## src/rtl/team_06_audio_pkg.sv

```systemverilog
// Shared audio-path definitions for the ADC-to-I2S transmit chain.
package team_06_audio_pkg;

    localparam int unsigned SAMPLE_W_DEFAULT = 8;
    localparam int unsigned I2S_SLOT_W       = 16;

    typedef enum logic {
        CH_LEFT  = 1'b0,
        CH_RIGHT = 1'b1
    } channel_e;

    // Mask with only bit (w-1) set; XOR with it flips offset-binary to two's complement.
    function automatic logic [31:0] msb_mask(input int unsigned w);
        return 32'(1) << (w - 1);
    endfunction

    localparam logic [SAMPLE_W_DEFAULT-1:0] OFFSET_MSB_MASK =
        SAMPLE_W_DEFAULT'(msb_mask(SAMPLE_W_DEFAULT));

endpackage

```

## src/rtl/team_06_sample_fifo.sv

```systemverilog
// Two-entry synchronous sample FIFO with registered status flags and overflow pulse.
module team_06_sample_fifo #(
    parameter int unsigned W = 8
) (
    input  logic         clk,
    input  logic         rst,
    input  logic         push,
    input  logic [W-1:0] push_data,
    input  logic         pop,
    output logic [W-1:0] head_c,
    output logic         empty,
    output logic         ready,
    output logic         overflow
);

    logic [W-1:0] mem_q [2];
    logic         wr_ptr_q, wr_ptr_n;
    logic         rd_ptr_q, rd_ptr_n;
    logic [1:0]   count_q, count_n;
    logic         full_q, full_n;
    logic         empty_q, empty_n;
    logic         ready_q, ready_n;
    logic         overflow_q, overflow_n;
    logic         do_push, do_pop;

    // A pop frees a slot in the same cycle, so a push while full still lands.
    always_comb begin
        do_pop     = pop && !empty_q;
        do_push    = push && (!full_q || do_pop);
        wr_ptr_n   = wr_ptr_q ^ do_push;
        rd_ptr_n   = rd_ptr_q ^ do_pop;
        count_n    = count_q;
        case ({do_push, do_pop})
            2'b10:   count_n = count_q + 2'd1;
            2'b01:   count_n = count_q - 2'd1;
            default: count_n = count_q;
        endcase
        full_n     = (count_n == 2'd2);
        empty_n    = (count_n == 2'd0);
        ready_n    = !full_n;
        overflow_n = push && full_q && !do_pop;
    end

    always_ff @(posedge clk) begin
        if (rst) begin
            mem_q[0]   <= '0;
            mem_q[1]   <= '0;
            wr_ptr_q   <= 1'b0;
            rd_ptr_q   <= 1'b0;
            count_q    <= 2'd0;
            full_q     <= 1'b0;
            empty_q    <= 1'b1;
            ready_q    <= 1'b1;
            overflow_q <= 1'b0;
        end else begin
            if (do_push) begin
                mem_q[wr_ptr_q] <= push_data;
            end
            wr_ptr_q   <= wr_ptr_n;
            rd_ptr_q   <= rd_ptr_n;
            count_q    <= count_n;
            full_q     <= full_n;
            empty_q    <= empty_n;
            ready_q    <= ready_n;
            overflow_q <= overflow_n;
        end
    end

    assign head_c   = mem_q[rd_ptr_q];
    assign empty    = empty_q;
    assign ready    = ready_q;
    assign overflow = overflow_q;

endmodule

```

## src/rtl/team_06_i2s_tx.sv

```systemverilog
// I2S (Philips) transmitter: buffers mono ADC samples and sends each in both slots, MSB first.
module team_06_i2s_tx
    import team_06_audio_pkg::*;
#(
    parameter int unsigned SAMPLE_W    = SAMPLE_W_DEFAULT,
    parameter int unsigned SLOT_W      = I2S_SLOT_W,
    parameter int unsigned BCLK_DIV    = 4,
    parameter int unsigned OFFSET_CONV = 1
) (
    input  logic                clk,
    input  logic                rst,
    input  logic [SAMPLE_W-1:0] sample_in,
    input  logic                sample_valid,
    output logic                sample_ready,
    output logic                i2s_bclk,
    output logic                i2s_lrclk,
    output logic                i2s_sd,
    output logic                underrun,
    output logic                overflow
);

    localparam int unsigned FRAME_BITS = 2 * SLOT_W;
    localparam int unsigned B_W        = $clog2(FRAME_BITS);
    localparam int unsigned DIV_W      = (BCLK_DIV > 1) ? $clog2(BCLK_DIV) : 1;

    localparam logic [DIV_W-1:0]    DIV_MAX   = DIV_W'(BCLK_DIV - 1);
    localparam logic [B_W-1:0]      B_LAST    = B_W'(FRAME_BITS - 1);
    localparam logic [B_W-1:0]      B_SLOT    = B_W'(SLOT_W);
    localparam logic [B_W-1:0]      LR_LO     = B_W'(SLOT_W - 1);
    localparam logic [B_W-1:0]      LR_HI     = B_W'(FRAME_BITS - 2);
    localparam logic [SAMPLE_W-1:0] CONV_MASK =
        (OFFSET_CONV != 0) ? SAMPLE_W'(msb_mask(SAMPLE_W)) : '0;

    logic [DIV_W-1:0]    div_q, div_n;
    logic                bclk_q, bclk_n;
    logic [B_W-1:0]      b_q, b_n;
    logic [SAMPLE_W-1:0] word_q, word_n;
    logic                lrclk_q, lrclk_n;
    logic                sd_q, sd_n;
    logic                underrun_q, underrun_n;
    logic                pop_c;
    channel_e            ch_n;
    logic [B_W-1:0]      slot_pos;
    logic [SAMPLE_W-1:0] shifted;

    logic [SAMPLE_W-1:0] fifo_head_c;
    logic                fifo_empty;
    logic                fifo_ready;
    logic                fifo_overflow;

    team_06_sample_fifo #(
        .W(SAMPLE_W)
    ) u_fifo (
        .clk       (clk),
        .rst       (rst),
        .push      (sample_valid),
        .push_data (sample_in ^ CONV_MASK),
        .pop       (pop_c),
        .head_c    (fifo_head_c),
        .empty     (fifo_empty),
        .ready     (fifo_ready),
        .overflow  (fifo_overflow)
    );

    // Divider, bit counter and serializer; everything but the divider moves only on BCLK falls.
    always_comb begin
        div_n      = div_q;
        bclk_n     = bclk_q;
        b_n        = b_q;
        word_n     = word_q;
        lrclk_n    = lrclk_q;
        sd_n       = sd_q;
        underrun_n = 1'b0;
        pop_c      = 1'b0;
        ch_n       = CH_LEFT;
        slot_pos   = '0;
        shifted    = '0;

        if (div_q == DIV_MAX) begin
            div_n  = '0;
            bclk_n = ~bclk_q;
            if (bclk_q) begin
                b_n = (b_q == B_LAST) ? '0 : b_q + B_W'(1);
                if (b_n == '0) begin
                    if (!fifo_empty) begin
                        pop_c  = 1'b1;
                        word_n = fifo_head_c;
                    end else begin
                        underrun_n = 1'b1;
                    end
                end
                // LRCLK leads each slot by one bit, as I2S requires.
                ch_n     = (b_n >= LR_LO && b_n <= LR_HI) ? CH_RIGHT : CH_LEFT;
                lrclk_n  = (ch_n == CH_RIGHT);
                slot_pos = (b_n >= B_SLOT) ? b_n - B_SLOT : b_n;
                shifted  = word_n << slot_pos;
                sd_n     = shifted[SAMPLE_W-1];
            end
        end else begin
            div_n = div_q + DIV_W'(1);
        end
    end

    always_ff @(posedge clk) begin
        if (rst) begin
            div_q      <= '0;
            bclk_q     <= 1'b0;
            b_q        <= B_LAST;
            word_q     <= '0;
            lrclk_q    <= 1'b0;
            sd_q       <= 1'b0;
            underrun_q <= 1'b0;
        end else begin
            div_q      <= div_n;
            bclk_q     <= bclk_n;
            b_q        <= b_n;
            word_q     <= word_n;
            lrclk_q    <= lrclk_n;
            sd_q       <= sd_n;
            underrun_q <= underrun_n;
        end
    end

    assign sample_ready = fifo_ready;
    assign i2s_bclk     = bclk_q;
    assign i2s_lrclk    = lrclk_q;
    assign i2s_sd       = sd_q;
    assign underrun     = underrun_q;
    assign overflow     = fifo_overflow;

endmodule

```

## config.mk

```make
export PLATFORM = sky130hd
export DESIGN_NAME = team_06_i2s_tx
export DESIGN_NICKNAME = d
export VERILOG_FILES = /design/src/rtl/team_06_audio_pkg.sv /design/src/rtl/team_06_sample_fifo.sv /design/src/rtl/team_06_i2s_tx.sv
export SDC_FILE = /design/constraint.sdc
export NUM_CORES = 1
export LEC_CHECK = 0
export ABC_AREA = 1
export CORE_MARGIN = 2
export CORE_UTILIZATION = 61
export DETAILED_ROUTE_END_ITERATION = 10
export PLACE_DENSITY_LB_ADDON = 0.3
export SETUP_SLACK_MARGIN = 0.02
export SLEW_MARGIN = 10
export SYNTH_ARGS = -nofsm -noshare
export SYNTH_HDL_FRONTEND = slang
export SYNTH_SLANG_ARGS = --single-unit
```

## constraint.sdc

```tcl
create_clock -name clk -period 5.25 [get_ports clk]
set_input_delay 0.7875 -clock clk [delete_from_list [all_inputs] [get_ports clk]]
set_output_delay 0.7875 -clock clk [all_outputs]
set_load 0.005 [all_outputs]
```

* Word-level counts from Yosys, hierarchy flattened *
Memories as Yosys holds them, arrays and structs flattened. A register that Yosys moved wholly into a read port is not among the register bits.
Cells that the tools add are included.

word-level totals
  memories kept = 1
  output and inout bits = 6
  flip-flop bits (word level) = 27
  input port bits = 11
  bits in read-only memories = 0
  RAM bits = 16
  bits in latches = 0

operators by class
  shift operators = 1
  div/mod/pow operators = 0
  order comparisons = 3
  reductions and logical operators = 16
  eq/ne operators = 5
  bitwise gates (word level) = 6
  multiplexer cells = 22
  multipliers = 0
  add/sub/neg operators = 5

memory list
  name          words  bits a word  read ports  clocked after memory_dff  write ports  line                       text
  u_fifo.mem_q  2      8            1           1                         2            team_06_sample_fifo.sv:16  logic [W-1:0] mem_q [2];

operators by type and width
  kind                   count
  $mux W8                5
  $mux W1                14
  $mux W5                2
  $reduce_or A8 Y1       1
  $shl A8 B5 Y8          1
  $eq A2 B2 Y1 const B   3
  $add A5 B1 Y5 const B  1
  $eq A5 B5 Y1 const B   1
  $ge A5 B4 Y1 const B   1
  $ge A5 B5 Y1 const B   1
  $le A5 B5 Y1 const B   1
  $logic_and A1 B1 Y1    5
  $logic_not A5 Y1       1
  $sub A5 B5 Y5 const B  1
  $add A2 B1 Y2 const B  2
  $logic_not A1 Y1       4
  $not A1 Y1             4
  $pmux W2 S2            1
  $reduce_or A4 Y1       1
  $eq A2 B1 Y1 const B   1
  $logic_not A2 Y1       1
  $reduce_and A2 Y1      1
  $reduce_or A2 Y1       1
  $sub A2 B1 Y2 const B  1
  2 further kinds        3

* Logic depth before layout (Yosys ltp) *
  word-level depth = 14
  depth in mapped cells = 20
  mapped depth without buffers = 20

* By module *
Synthesis repeated with hierarchy kept, for this count alone.

second synthesis, totals
  cells, all modules = 267
  area total of the unflattened synthesis = 2130.8 um2

by module, submodules not included
  module               area an instance (um2)  times used  seq. area each (um2)  cells an instance
  team_06_i2s_tx       1088.5                  1           380.4                 155
  team_06_sample_fifo  1042.2                  1           640.6                 112

* Worst setup path after synthesis *
No wires, ideal clock.

  path kind = register -> register
  start = register b_q[0]
  end = register u_fifo.ready_q, in the netlist u_fifo.ready
  path slack = 2.457 ns
  data arrival time = 2.667 ns
  buffers on the path = 0
  required time = 5.124 ns
  setup time = 0.126 ns
  stages on the path, launching flop included = 19
  cells stage by stage = dfxtp_1 ha_1 nand2_1 nor2_1 ha_1 inv_1 nand2_1 nor2_8 nand2_4 nor3_4 inv_2 nand2_4 nand2_4 ha_1 a21oi_1 o21ai_0 xor2_1 nor2_1 nand2_1

between the ends
  cells in the longest elaborated chain, start to end = 13

RTL lines
  what                                                  line                       text
  start, declared                                       team_06_i2s_tx.sv:36       logic [B_W-1:0] b_q, b_n;
  start signal, assigned                                team_06_i2s_tx.sv:116      b_q <= b_n;
  $add A5 B1 Y5 / $eq A5 B5 Y1 (equally long branches)  team_06_i2s_tx.sv:83       b_n = (b_q == B_LAST) ? '0 : b_q + B_W'(1);
  $mux W5 (*)                                           team_06_i2s_tx.sv:83
  $logic_not A5 Y1 (*)                                  team_06_i2s_tx.sv:84       if (b_n == '0) begin
  $mux W1 (*)                                           team_06_i2s_tx.sv:84
  $mux W1 (*)                                           team_06_i2s_tx.sv:82       if (bclk_q) begin
  $mux W1 (*)                                           team_06_i2s_tx.sv:79       if (div_q == DIV_MAX) begin
  $logic_and A1 B1 Y1 (*)                               team_06_sample_fifo.sv:28  do_pop = pop && !empty_q;
  $logic_or A1 B1 Y1                                    team_06_sample_fifo.sv:29  do_push = push && (!full_q || do_pop);
  $logic_and A1 B1 Y1                                   team_06_sample_fifo.sv:29
  $eq A2 B1 Y1 / $eq A2 B2 Y1 (equally long branches)   team_06_sample_fifo.sv:33  case ({do_push, do_pop})
  $pmux W2 S2 (*)                                       team_06_sample_fifo.sv:33
  $eq A2 B2 Y1 (*)                                      team_06_sample_fifo.sv:38  full_n = (count_n == 2'd2);
  $logic_not A1 Y1 (*)                                  team_06_sample_fifo.sv:40  ready_n = !full_n;
  end signal, assigned                                  team_06_sample_fifo.sv:64  ready_q <= ready_n;
  end, declared                                         team_06_sample_fifo.sv:22  logic ready_q, ready_n;

Mark *: on every way between the ends. The rest lies on a longest branch, timed or not.
A chain may end at the register's enable or synchronous reset.

* Final worst setup path *
Same ends and word-level chain as after synthesis.

==> results.json <==
{
  "path_buf_inv": 2,
  "core_um2": 3311,
  "drv_slew": 0,
  "netlist_area_um2": 2101,
  "multi_input_comb_area_um2": 919.6,
  "vias": 1709,
  "post_cts_buffers": 0,
  "tns_ns": 0,
  "antennaDiodeCount": 0,
  "combPwrFrac": 0.130,
  "drt-initial-drc-count": 139,
  "p_int_uw": 448.6,
  "drtPass1Iterations": 5,
  "die_w_um": 62.69,
  "outcome": "finished clean",
  "finalClockSkew_ns": 0.01039,
  "min_period_ns": 3.075,
  "cts_tree": "done",
  "gp_congestion": 0.8919,
  "path_clk_slew_ns": 0.13,
  "track_usage": 0.2333,
  "ctsHoldBuffers": 0,
  "fmax_mhz": 325.2,
  "seq_area_um2": 1021,
  "critical-path-slowest-cell": "dfxtp_1",
  "syn_area_per_cell_um2": 7.988,
  "seqPwrFrac": 0.605,
  "yosysWarnings": 0,
  "grt-ovfl-total": 0,
  "synth_nets": 281,
  "clk_latency_ns": 0.37,
  "cpPeakStageDelay_ns": 0.47,
  "tightest_slew_ns": 0.5431,
  "crit_type": "reg2reg",
  "critPathRequiredTime_ns": 5.52,
  "ir_worst_vdd_v": 0.0002643,
  "holdCritPathClass": "reg2reg",
  "clockPowerShare": 0.265,
  "die_area_um2": 3929,
  "switching_share": 0.2794,
  "fill_cells": 283,
  "std_cell_rows": 21,
  "clockBufferDepth": 2,
  "cts_made_buffers": 5,
  "area_growth_syn_to_layout_pct": 12.03,
  "wirelength_mm": 4.035,
  "grt_antenna_before_repair": 0,
  "netlist.area_leader.share": 0.2573,
  "start_util": 0.6345,
  "nets": 299,
  "relSlewSlack": 0.6366,
  "h-tree-depth": 2,
  "setup_ws_ns": 2.175,
  "fp.dieH_um": 62.69,
  "yosysTopAreaCell": "dfxtp_1",
  "viasPerCell": 5.210,
  "power_leakage_uw": 0.001077,
  "ios": 17,
  "cp_top_family": "simple AND/OR/NAND/NOR gates",
  "cts.sink_count": 43,
  "postCtsResizedCells": 0,
  "finalHoldViolCount": 0,
  "grt_pass1_wl_mm": 7.051,
  "setup_viol": 0,
  "worstPathArrival_ns": 3.34,
  "post_drt_wl_per_cell_um": 12.30,
  "synthTopCellsByArea": "dfxtp_1 26%, edfxtp_1 23%, nand2_1 11%",
  "yosysUniqueCellTypes": 27,
  "drcViolationCount": 0,
  "crit_path_start_kind": "register",
  "dp_hpwl_mm": 3.014,
  "seq_area_frac_synth": 0.4860,
  "grt_setup_unrepaired": "false",
  "ys_ff_latch": 43,
  "netlist_instances": 263,
  "pre_cts_slack_ns": 2.156,
  "maxCapViolations": 0,
  "p_per_area_nw_per_um2": 264.5,
  "worst_setup_path_end_kind": "register",
  "cp_max_fo": 9,
  "drive_gt1_frac": 0.07801,
  "ant_nets": 0,
  "io_buffers": 16,
  "p_sw_uw": 174.0,
  "root_buffer": "clkbuf_4",
  "grt_max_degree": 15,
  "grt_pass1_vias": 1625,
  "path_cells": "ha_1 > nand2_1 > nor2_1 > ha_1 > inv_1 > nand2_1 > nor2_8 > nand2_4 > nor3_4 > inv_2 > nand2_4 > nand2_4 > ha_1 > a21oi_1 > o21ai_0 > xor2_1 > nor2_1 > nand2_1",
  "period_share": 0.5857
}
[sequential cells by signal, summed over array words and instances (netlist names), 2 cells and up]
name	count
b_q	5
div_q	2
u_fifo.count_q	2
u_fifo.mem_q	16
word_q	8
[cells in the mapped netlist]
cell type  number
nand2_1        63
inv_1          35
nor2_1         32
nand3_1        30
dfxtp_1        27
edfxtp_1       16
a21oi_1        11
o21ai_0        10
ha_1            7
nor2_2          5
nand2_4         4
a31oi_1         3
clkbuf_1        3
a22oi_1         2
buf_2           2
xor2_1          2
clkinv_1        1
inv_2           1
nand4_1         1
nand4_2         1
nor2_4          1
nor2_8          1
nor3_1          1
nor3_4          1
nor3b_1         1
nor4_1          1
o211ai_1        1
[power groups by stage]
stage          registers (uW)  logic, uW  clock network [uW]
5_1_grt                   379       93.1                 184
3_5_place_dp              384       81.1                   0
4_1_cts                   377       81.4                 169
3_3_place_gp              383       79.8                   0
2_1_floorplan             378       62.9                   0
6_report                  377       81.0                 165
[layout by cell type, fill, tap and decap left out, types with 2 or more instances in the layout]
cell / count
nand2_1: 63
o21ai_0: 10
clkbuf_4: 5
nand3_1: 30
clkdlybuf4s50_1: 16
inv_1: 35
nor2_2: 5
a31oi_1: 3
edfxtp_1: 16
ha_1: 7
a21oi_1: 11
xor2_1: 2
a22oi_1: 2
nand2_4: 4
nor2_1: 32
dfxtp_1: 27
[worst reg2reg max path: cells and delay by family, from the launching register on]
kind | cells | cell delay, ns
buffers and inverters | 2 | 0.16
DFF | 1 | 0.47
and+or+nand+nor | 10 | 1.23
xor gates and xnor gates | 1 | 0.15
AOI/OAI and AO/OA | 2 | 0.22
adders and majority gates | 3 | 0.74
[logic make-up after synthesis]
| kind of cell | count (synthesis) | share of synthesized area |
|---|---|---|
| fa+ha+maj | 7 | 0.04169 |
| flops | 43 | 0.4860 |
| simple gates | 142 | 0.3181 |
| compound gates | 27 | 0.06968 |
| xor+xnor | 2 | 0.008340 |
| buf+inv | 42 | 0.07623 |
[path summary, 6_finish.rpt]
check | from | to | slack, ns | depth (start not counted)
hold reg to reg | div_q[0] | div_q[0] | 0.44 | 1
hold / removal | div_q[0] | div_q[0] | 0.44 | 1
setup reg to reg | b_q[0] | u_fifo.ready | 2.18 | 18
setup / recovery | b_q[0] | u_fifo.ready | 2.18 | 18
[per-stage QoR]
stage               std cells  utilization  cell area, um2  hold WS (ns)  power, uW
finish                    328       0.7109            2354        0.4439      622.5
global placement          320       0.6939            2297        0.4178      462.8
detailed placement        320       0.6939            2297        0.4229      465.3
CTS                       328       0.7109            2354        0.4417      626.7
floorplan                 263            -            2101        0.4043      441.0
global route              328       0.7109            2354        0.4712      655.5
[per-layer routing]
layer	share of wire	GRT usage
met5	0	0
met4	0.020	0.09722
met3	0.056	0.07027
met2	0.48	0.3858
met1	0.45	0.2839
[cell type report]
type,count,area share
Clock buffer,5,0.01595
Clock inverter,3,0.007974
Tap cell,46,0.02446
Inverter,37,0.05901
Sequential cell,43,0.4338
Multi-Input combinational cell,178,0.3907
Timing Repair Buffer,16,0.06805
Power figures use the tool's default switching activity.
